**src/rtl/uart_pkg.sv**
```systemverilog
// Shared constants, FSM encoding and bus request type for the UART TX peripheral.
package uart_pkg;

  // register offsets, indexed by mem_addr[3:2]
  localparam logic [1:0] REG_DATA = 2'd0;
  localparam logic [1:0] REG_STAT = 2'd1;
  localparam logic [1:0] REG_DIV  = 2'd2;

  // STAT bit positions
  localparam int STAT_FULL    = 0;
  localparam int STAT_EMPTY   = 1;
  localparam int STAT_BUSY    = 2;
  localparam int STAT_OVF     = 3;
  localparam int STAT_LVL_LSB = 8;

  // smallest divisor the bit timer accepts
  localparam logic [15:0] DIV_MIN = 16'd4;

  typedef enum logic [1:0] {
    ST_IDLE,
    ST_START,
    ST_DATA,
    ST_STOP
  } tx_state_e;

  typedef struct packed {
    logic [1:0]  off;
    logic        wr;
    logic [3:0]  wstrb;
    logic [31:0] wdata;
  } bus_req_t;

  // byte-lane merge of a DIV write, clamped to DIV_MIN
  function automatic logic [15:0] div_merge(input logic [15:0] cur,
                                            input logic [31:0] wdata,
                                            input logic [3:0]  wstrb);
    logic [15:0] v;
    v = cur;
    if (wstrb[0]) v[7:0]  = wdata[7:0];
    if (wstrb[1]) v[15:8] = wdata[15:8];
    return (v < DIV_MIN) ? DIV_MIN : v;
  endfunction

endpackage

```
**src/rtl/sync_fifo.sv**
```systemverilog
// Single-clock FIFO, first-word fall-through read port.
// A push while full is accepted only if a pop happens on the same edge.
module sync_fifo #(
  parameter int WIDTH = 8,
  parameter int DEPTH = 16,
  localparam int AW   = $clog2(DEPTH)
) (
  input  logic             clk,
  input  logic             rst,
  input  logic             push,
  input  logic [WIDTH-1:0] din,
  input  logic             pop,
  output logic [WIDTH-1:0] dout,
  output logic             full,
  output logic             empty,
  output logic [AW:0]      level
);

  logic [DEPTH-1:0][WIDTH-1:0] mem;
  logic [AW-1:0]               wr_ptr, rd_ptr;
  logic [AW:0]                 cnt;
  logic                        do_push, do_pop;

  assign do_pop  = pop && !empty;
  assign do_push = push && (!full || do_pop);
  assign full    = (cnt == (AW+1)'(DEPTH));
  assign empty   = (cnt == '0);
  assign level   = cnt;
  assign dout    = mem[rd_ptr];

  // storage array: written on accepted push, never reset
  always_ff @(posedge clk) begin
    if (do_push) mem[wr_ptr] <= din;
  end

  // pointers wrap naturally (DEPTH is a power of 2); count tracks occupancy
  always_ff @(posedge clk) begin
    if (rst) begin
      wr_ptr <= '0;
      rd_ptr <= '0;
      cnt    <= '0;
    end else begin
      if (do_push) wr_ptr <= wr_ptr + 1'b1;
      if (do_pop)  rd_ptr <= rd_ptr + 1'b1;
      case ({do_push, do_pop})
        2'b10:   cnt <= cnt + 1'b1;
        2'b01:   cnt <= cnt - 1'b1;
        default: cnt <= cnt;
      endcase
    end
  end

endmodule

```
**src/rtl/uart_tx_periph.sv**
```systemverilog
// Memory-mapped 8N1 UART transmitter on the picorv32 native bus.
// uart_tx is registered from the FSM output, so line activity trails the
// state by one cycle; each state still lasts exactly DIV cycles.
module uart_tx_periph
  import uart_pkg::*;
#(
  parameter int          FIFO_DEPTH = 16,
  parameter logic [15:0] DIV_RESET  = 16'd434
) (
  input  logic        clk,
  input  logic        rst,
  input  logic        mem_valid,
  output logic        mem_ready,
  input  logic [31:0] mem_addr,
  input  logic [31:0] mem_wdata,
  input  logic [3:0]  mem_wstrb,
  output logic [31:0] mem_rdata,
  output logic        uart_tx,
  output logic        irq_tx_empty
);

  localparam int LW = $clog2(FIFO_DEPTH) + 1;

  bus_req_t    req;
  logic        acc, push, pop, ovf, busy, tx_d;
  logic        fifo_full, fifo_empty;
  logic [7:0]  fifo_dout;
  logic [LW-1:0] fifo_level;
  logic [15:0] div, cnt, reload;
  logic [7:0]  shreg;
  logic [2:0]  bit_idx;
  logic        bit_end;
  logic [31:0] rd_val;
  tx_state_e   state, state_n;
  logic        unused_bits;

  assign unused_bits = ^{mem_addr[31:4], mem_addr[1:0], mem_wdata[31:16], mem_wstrb[3:2]};

  assign req  = '{off: mem_addr[3:2], wr: |mem_wstrb, wstrb: mem_wstrb, wdata: mem_wdata};
  assign acc  = mem_valid && !mem_ready;
  assign push = acc && req.off == REG_DATA && req.wstrb[0];

  sync_fifo #(.WIDTH(8), .DEPTH(FIFO_DEPTH)) u_fifo (
    .clk   (clk),
    .rst   (rst),
    .push  (push),
    .din   (req.wdata[7:0]),
    .pop   (pop),
    .dout  (fifo_dout),
    .full  (fifo_full),
    .empty (fifo_empty),
    .level (fifo_level)
  );

  // read mux, sampled into mem_rdata on the acknowledging edge
  always_comb begin
    rd_val = '0;
    case (req.off)
      REG_STAT: begin
        rd_val[STAT_FULL]             = fifo_full;
        rd_val[STAT_EMPTY]            = fifo_empty;
        rd_val[STAT_BUSY]             = busy;
        rd_val[STAT_OVF]              = ovf;
        rd_val[STAT_LVL_LSB +: LW]    = fifo_level;
      end
      REG_DIV:  rd_val[15:0] = div;
      default:  rd_val = '0;
    endcase
  end

  // bus handshake and register writes; everything commits as ready rises
  always_ff @(posedge clk) begin
    if (rst) begin
      mem_ready <= 1'b0;
      mem_rdata <= '0;
      div       <= DIV_RESET;
      ovf       <= 1'b0;
    end else begin
      mem_ready <= acc;
      mem_rdata <= acc ? rd_val : '0;
      if (acc && req.wr && req.off == REG_DIV)
        div <= div_merge(div, req.wdata, req.wstrb);
      if (push && fifo_full && !pop)
        ovf <= 1'b1;
      else if (acc && req.off == REG_STAT && req.wstrb[0] && req.wdata[STAT_OVF])
        ovf <= 1'b0;
    end
  end

  // FSM state register
  always_ff @(posedge clk) begin
    if (rst) state <= ST_IDLE;
    else     state <= state_n;
  end

  assign bit_end = (cnt == '0);

  // next state; a pop from STOP chains straight into the next START
  always_comb begin
    state_n = state;
    pop     = 1'b0;
    case (state)
      ST_IDLE:  if (!fifo_empty) begin pop = 1'b1; state_n = ST_START; end
      ST_START: if (bit_end) state_n = ST_DATA;
      ST_DATA:  if (bit_end && bit_idx == 3'd7) state_n = ST_STOP;
      ST_STOP:  if (bit_end) begin
                  if (!fifo_empty) begin pop = 1'b1; state_n = ST_START; end
                  else state_n = ST_IDLE;
                end
      default:  state_n = ST_IDLE;
    endcase
  end

  // FSM outputs: line level for the current state, busy flag
  always_comb begin
    tx_d = 1'b1;
    busy = (state != ST_IDLE);
    case (state)
      ST_START: tx_d = 1'b0;
      ST_DATA:  tx_d = shreg[0];
      default:  tx_d = 1'b1;
    endcase
  end

  // bit timer, shift register and registered line output
  always_ff @(posedge clk) begin
    if (rst) begin
      cnt     <= '0;
      reload  <= '0;
      shreg   <= '0;
      bit_idx <= '0;
      uart_tx <= 1'b1;
    end else begin
      uart_tx <= tx_d;
      if (pop) begin
        shreg   <= fifo_dout;
        reload  <= div;
        cnt     <= div - 1'b1;
        bit_idx <= '0;
      end else if (state != ST_IDLE) begin
        if (bit_end) begin
          cnt <= reload - 1'b1;
          if (state == ST_DATA) begin
            shreg   <= shreg >> 1;
            bit_idx <= bit_idx + 1'b1;
          end
        end else begin
          cnt <= cnt - 1'b1;
        end
      end
    end
  end

  assign irq_tx_empty = fifo_empty && (state == ST_IDLE);

endmodule
```
**config.mk**
```make
export PLATFORM = sky130hd
export DESIGN_NAME = uart_tx_periph
export DESIGN_NICKNAME = d
export VERILOG_FILES = /design/src/rtl/uart_pkg.sv /design/src/rtl/sync_fifo.sv /design/src/rtl/uart_tx_periph.sv
export SDC_FILE = /design/constraint.sdc
export NUM_CORES = 1
export LEC_CHECK = 0
export CORE_MARGIN = 4
export CORE_UTILIZATION = 51
export DETAILED_ROUTE_END_ITERATION = 10
export GPL_ROUTABILITY_DRIVEN = 0
export PLACE_DENSITY = 0.75
export SYNTH_ARGS = -nofsm -noshare
export SYNTH_HDL_FRONTEND = slang
export SYNTH_SLANG_ARGS = --single-unit
```
**constraint.sdc**
```tcl
create_clock -name clk -period 4.2 [get_ports clk]
set_clock_uncertainty 0.15 [all_clocks]
set_input_delay 0.84 -clock clk [delete_from_list [all_inputs] [get_ports clk]]
set_output_delay 0.84 -clock clk [all_outputs]
set_load 0.03 [all_outputs]
```
* Yosys cells after proc, flatten, opt, wreduce, memory -nomap -nowiden
Index checks and enable logic that the tools add are counted.
W data, S select, Z words.
** Operators by class
- Add/subtract/negate cells :: 8
- Multipliers :: 0
- Divide/modulo/power cells :: 0
- Order comparisons :: 4
- Equality and inequality tests :: 13
- Shifts and indexed selects :: 0
- Muxes and demuxes :: 34
- Bitwise gates (word level) :: 2
- Reduce and logical (&&, ||, !) cells :: 37
** Operator list (number)
- $bwmux W128 :: 1
- $mux W8 :: 12
- $mux W16 :: 4
- $sub A16 B1 Y16 const B :: 3
- $bmux W8 S4 :: 1
- $demux W8 S4 :: 1
- $pmux W5 S2 :: 2
- $logic_not A16 Y1 :: 1
- $lt A16 B3 Y1 const B :: 1
- $logic_and A1 B1 Y1 :: 15
- $reduce_bool A2 Y1 :: 6
- $lt A4 B5 Y1 const B :: 2
- $add A4 B1 Y4 const B :: 2
- $eq A2 B2 Y1 const B :: 4
- $mux W2 :: 4
- $ne A2 B2 Y1 const B :: 4
- $pmux W2 S4 :: 1
- $pmux W4 S2 :: 1
- $eq A2 B1 Y1 const B :: 3
- $reduce_and A3 Y1 :: 2
- $add A5 B1 Y5 const B :: 1
- $eq A5 B5 Y1 const B :: 1
- $logic_not A5 Y1 :: 1
- $mux W1 :: 5
- other kinds (13) :: 20
** Storage, ports and cells
- Register bits after elaboration :: 237
- Latch bits :: 0
- RAM bits :: 0
- Bits in read-only memories :: 0
- Input port bits :: 71
- Output and inout bits :: 35
- Word-level logic and storage cells :: 129
- Memories :: 0

* Depth between registers and ports, before layout
- Depth after elaboration :: 9
- Mapped depth :: 17
- Mapped depth without buffers :: 14

* Hierarchy
Synthesis repeated with hierarchy kept, for this count alone.
** Second synthesis, totals
- Cells, all modules :: 839
- Area, all modules :: 9808.2 µm²
** Modules (own cells, without submodules)
- sync_fifo :: times used 1, cells an instance 346, area an instance 5738.0 µm², seq. area each 4103.9 µm²
- uart_tx_periph :: times used 1, cells an instance 493, area an instance 4070.2 µm², seq. area each 1601.5 µm²

* Worst setup path after synthesis
Ideal clock, no wire load.
- Path type :: reg-to-reg
- Start point :: register cnt[15]
- End point :: register cnt[12]
- Setup time :: 91 ps
- Data arrival time :: 3771 ps
- Data required time :: 3959 ps
- Setup slack :: 188 ps
- Cell stages (with the launch flop) :: 14
- Buffers on the path :: 5
- Period minus slack after synthesis :: 4012 ps
- Path through :: dfxtp_1 > or4_4 > nor4_4 > a31o_2 > buf_2 > buf_2 > buf_2 > buf_1 > buf_2 > o21a_1 > ha_1 > o2111ai_2 > or4_1 > a311oi_1
** On the way
- Cells in the longest elaborated chain, start to end :: 4
- Elaborated cells between the ends (all ways) :: 7
- Classes of those cells :: mux: 5; reduce/logical: 2
** Ends and longest elaborated chain
- start: declaration :: RTL line uart_tx_periph.sv:29 : logic [15:0] div, cnt, reload;
- start signal: assignment :: RTL line uart_tx_periph.sv:138 : cnt <= div - 1'b1;
- start signal: assignment :: RTL line uart_tx_periph.sv:142 : cnt <= reload - 1'b1;
- start signal: assignment :: RTL line uart_tx_periph.sv:148 : cnt <= cnt - 1'b1;
- $logic_not A16 Y1 (*) :: RTL line uart_tx_periph.sv:96 : assign bit_end = (cnt == '0);
- $mux W1 / $mux W16 (equally long branches) :: RTL line uart_tx_periph.sv:106, uart_tx_periph.sv:141
- $pmux W1 S2 / $mux W16 (equally long branches) :: RTL line uart_tx_periph.sv:102, uart_tx_periph.sv:140
- $mux W16 / $reduce_bool A2 Y1 (equally long branches)
Every way passes the cells marked *; elsewhere a longest branch is shown, timed or not. The select of a mux whose other input is x is not followed.
A chain may end at the register's enable or synchronous reset.

* Worst setup path in the final report
- Start point :: register state[0]
- End point :: register cnt[12]
** On the way
- Cells in the longest elaborated chain, start to end :: 3
- Elaborated cells between the ends (all ways) :: 6
- Classes of those cells :: eq/ne: 1; mux: 2; reduce/logical: 3
** Ends and longest elaborated chain
- start: declaration :: RTL line uart_tx_periph.sv:34 : tx_state_e state, state_n;
- start signal: assignment :: RTL line uart_tx_periph.sv:93 : else state <= state_n;
- $eq A2 B2 Y1 / $logic_not A2 Y1 (equally long branches) :: RTL line uart_tx_periph.sv:102 : case (state)
- $pmux W1 S2 :: RTL line uart_tx_periph.sv:102
- $mux W16 / $reduce_bool A2 Y1 (equally long branches)
Parallel ways exist; a longest one is shown, timed or not.

==> reports/metrics.cfg <==
[status]
status=finished, final reports clean

[sta]
max_freq_ghz=0.259
drv_slew=0
grt_setup_unrepaired=no
relSlewSlack_pct=19.7
worst_slew_pin_slew_ns=1.20
holdWs_ns=0.308
fin_crit_sh_pct=92.1
finalSetupViolCount=0
finalHoldViolCount=0
fin_tns_setup_ns=0
fin_crit_ns=3.87

[clock_tree]
ctsHoldBuffers=0
clkLatencyLatePin_ns=0.51
cts-root-buf=clkbuf_16
cts_tree=built
post_cts_buffers=0
cts_buffers=23
cts_num_sinks=221
cts_resized=0
clk_pin_slew_worst_paths_ns=0.06
htree_levels=1
clk_path_buf_depth=3

[synthesis]
avgSynthCellArea_um2=12.6
synth_flop_cell=edfxtp_1
ys_ff_latch=221
ys_warn_count=0
synthCells=761
synth_edf_count=128
async_reset_ff_share_pct=0
synth.cell_area_mm2=0.00962
yosysSeqAreaShare_pct=59.3
synth_cell_types=63

[grt]
grt_usage_pct=20.7
grt_max_degree=62
grt.overflow.total=0
grt_pass1_vias=6483
grt_pass1_wl_mm=35.7
antenna_found_initial=0

[worst_setup_path]
critPathMaxFanout=13
endpoint_kind=register
r2r_setup_slack_ns=0.33
cp.arrival_ns=4.14
critPathRequiredTime_ns=4.47
startpoint_type=register
crit_type=reg -> reg

[die]
row_count=49
io_pins=106
die_h_um=145
core_area_mm2=0.0183
dieArea_mm2=0.0211
fp.dieW_um=145
initial_utilization_pct=52.6

[detailed_routing]
wl_per_cell_um=20.6
ant_nets=0
wirelength_mm=21.9
viasPerCell=6.09
drc=0
num_vias=6491
drtIter0Drc=494
first_pass_iters=5

[power_and_ir_drop]
peakVddDrop_uv=453
leakage_nw=3.88
p_total_mw=6.52
cellPowerDensity_mw_per_mm2=586

[layout]
final_area_mm2=0.0111
nNetsFinal=910
drive_above_1_share_pct=15.8
num_antenna_cells=0
stdcell_count=1065
fill_cells=1348
syn_to_final_growth_pct=15.7

[placement]
placed_area_mm2=0.0104
hpwl_mm=14.3
dp.cells=1023
io_buffers=43

[job]
maxCapViolCount=0

[worst_hold_path]
min_path_type=reg -> reg

flip-flops by register name (all words and copies together), names as in the netlist, 5 cells and up:
signal / cells
cnt: 16
div: 16
mem_rdata: 16
reload: 16
shreg: 8
u_fifo.level: 5
u_fifo.mem: 128
worst max-delay path, cell delays in order, from the launching register on:
cell and delay, ns:
dfxtp_1 0.37, inv_1 0.11, ha_1 0.42, a211oi_1 0.74, a31o_2 0.42, o21a_1 0.19, ha_1 0.29, o2111ai_2 0.26
or4_1 0.58, a311oi_1 0.25
layout by cell type, fill, tap and decap left out, types with 10 or more instances in the layout:
master           count
nor3_1              20
edfxtp_1           128
a211oi_1            17
conb_1              16
a21oi_1             41
dfxtp_1             91
buf_4               34
nand2_1             67
and2_1              10
mux2i_1             18
a22oi_1             10
clkdlybuf4s50_1     42
xnor2_1             10
o21ai_0             12
inv_1               17
clkbuf_16           23
ha_1                19
mux4_2              40
nor2_1              80
per-stage QoR:
stage	utilization, %	worst slack [ns]
detailed placement	56.8	0.367
finish	60.9	0.333
global placement	56.8	0.488
CTS	60.9	0.332
global route	60.9	0.0684
floorplan	-	0.188
per-layer routing:
layer | global-route usage, % | part of all wire (%)
met5 | 0 | 0
met2 | 35.3 | 50
met3 | 4.33 | 7.3
met1 | 27.2 | 41
met4 | 5.60 | 1.8
layout make-up:
type,count,area [µm²],share of cell area [%]
flip-flops and latches,221,5710,51.3
multi-input cells,478,3610,32.5
repair buffers,78,701,6.30
clock buffers,27,601,5.40
well taps,229,287,2.57
clock inverters,15,155,1.39
inverters,17,63.8,0.573
kinds of logic after synthesis:
group / Yosys count / share of synthesized area [%]
AOI/OAI and AO/OA: 137 / 10.1
xor gates and xnor gates: 17 / 1.55
adders and majority gates: 20 / 2.68
buffers and inverters: 77 / 3.79
DFF: 221 / 59.3
muxes: 59 / 11.4
other: 1 / 0.0390
and+or+nand+nor: 229 / 11.2
power breakdown:
part	switching [mW]	total (mW)	internal (mW)
clock	0.819	2.03	1.21
sequential	0.164	2.59	2.43
combinational	1.10	1.90	0.798
total	2.09	6.52	4.43
synthesized netlist by cell type (7+ instances only):
| master | instances | area share, % |
|---|---|---|
| a211oi_1 | 17 | 1.3 |
| mux2i_1 | 18 | 1.9 |
| nor2_1 | 80 | 3.1 |
| dfxtp_1 | 93 | 19 |
| a21oi_1 | 41 | 2.1 |
| clkbuf_1 | 28 | 1.1 |
| mux4_2 | 40 | 9.4 |
| nand3_1 | 8 | 0.42 |
| xor2_1 | 7 | 0.64 |
| ha_1 | 19 | 2.5 |
| or3_1 | 7 | 0.46 |
| xnor2_1 | 10 | 0.91 |
| nor4_1 | 8 | 0.52 |
| buf_4 | 18 | 1.4 |
| o21ai_0 | 13 | 0.68 |
| nand2_1 | 67 | 2.6 |
| nor3_1 | 20 | 1.0 |
| buf_1 | 8 | 0.31 |
| edfxtp_1 | 128 | 40 |
| inv_1 | 17 | 0.66 |
| a22oi_1 | 10 | 0.78 |
| and2_1 | 10 | 0.65 |
final timing paths:
path / from / end / depth (start not counted)
max reg2reg: state[0] / cnt[12] / 9
max: state[0] / cnt[12] / 9
min reg2reg: reload[8] / reload[8] / 2
min: reload[8] / reload[8] / 2
(Power assumes the default switching activity.)
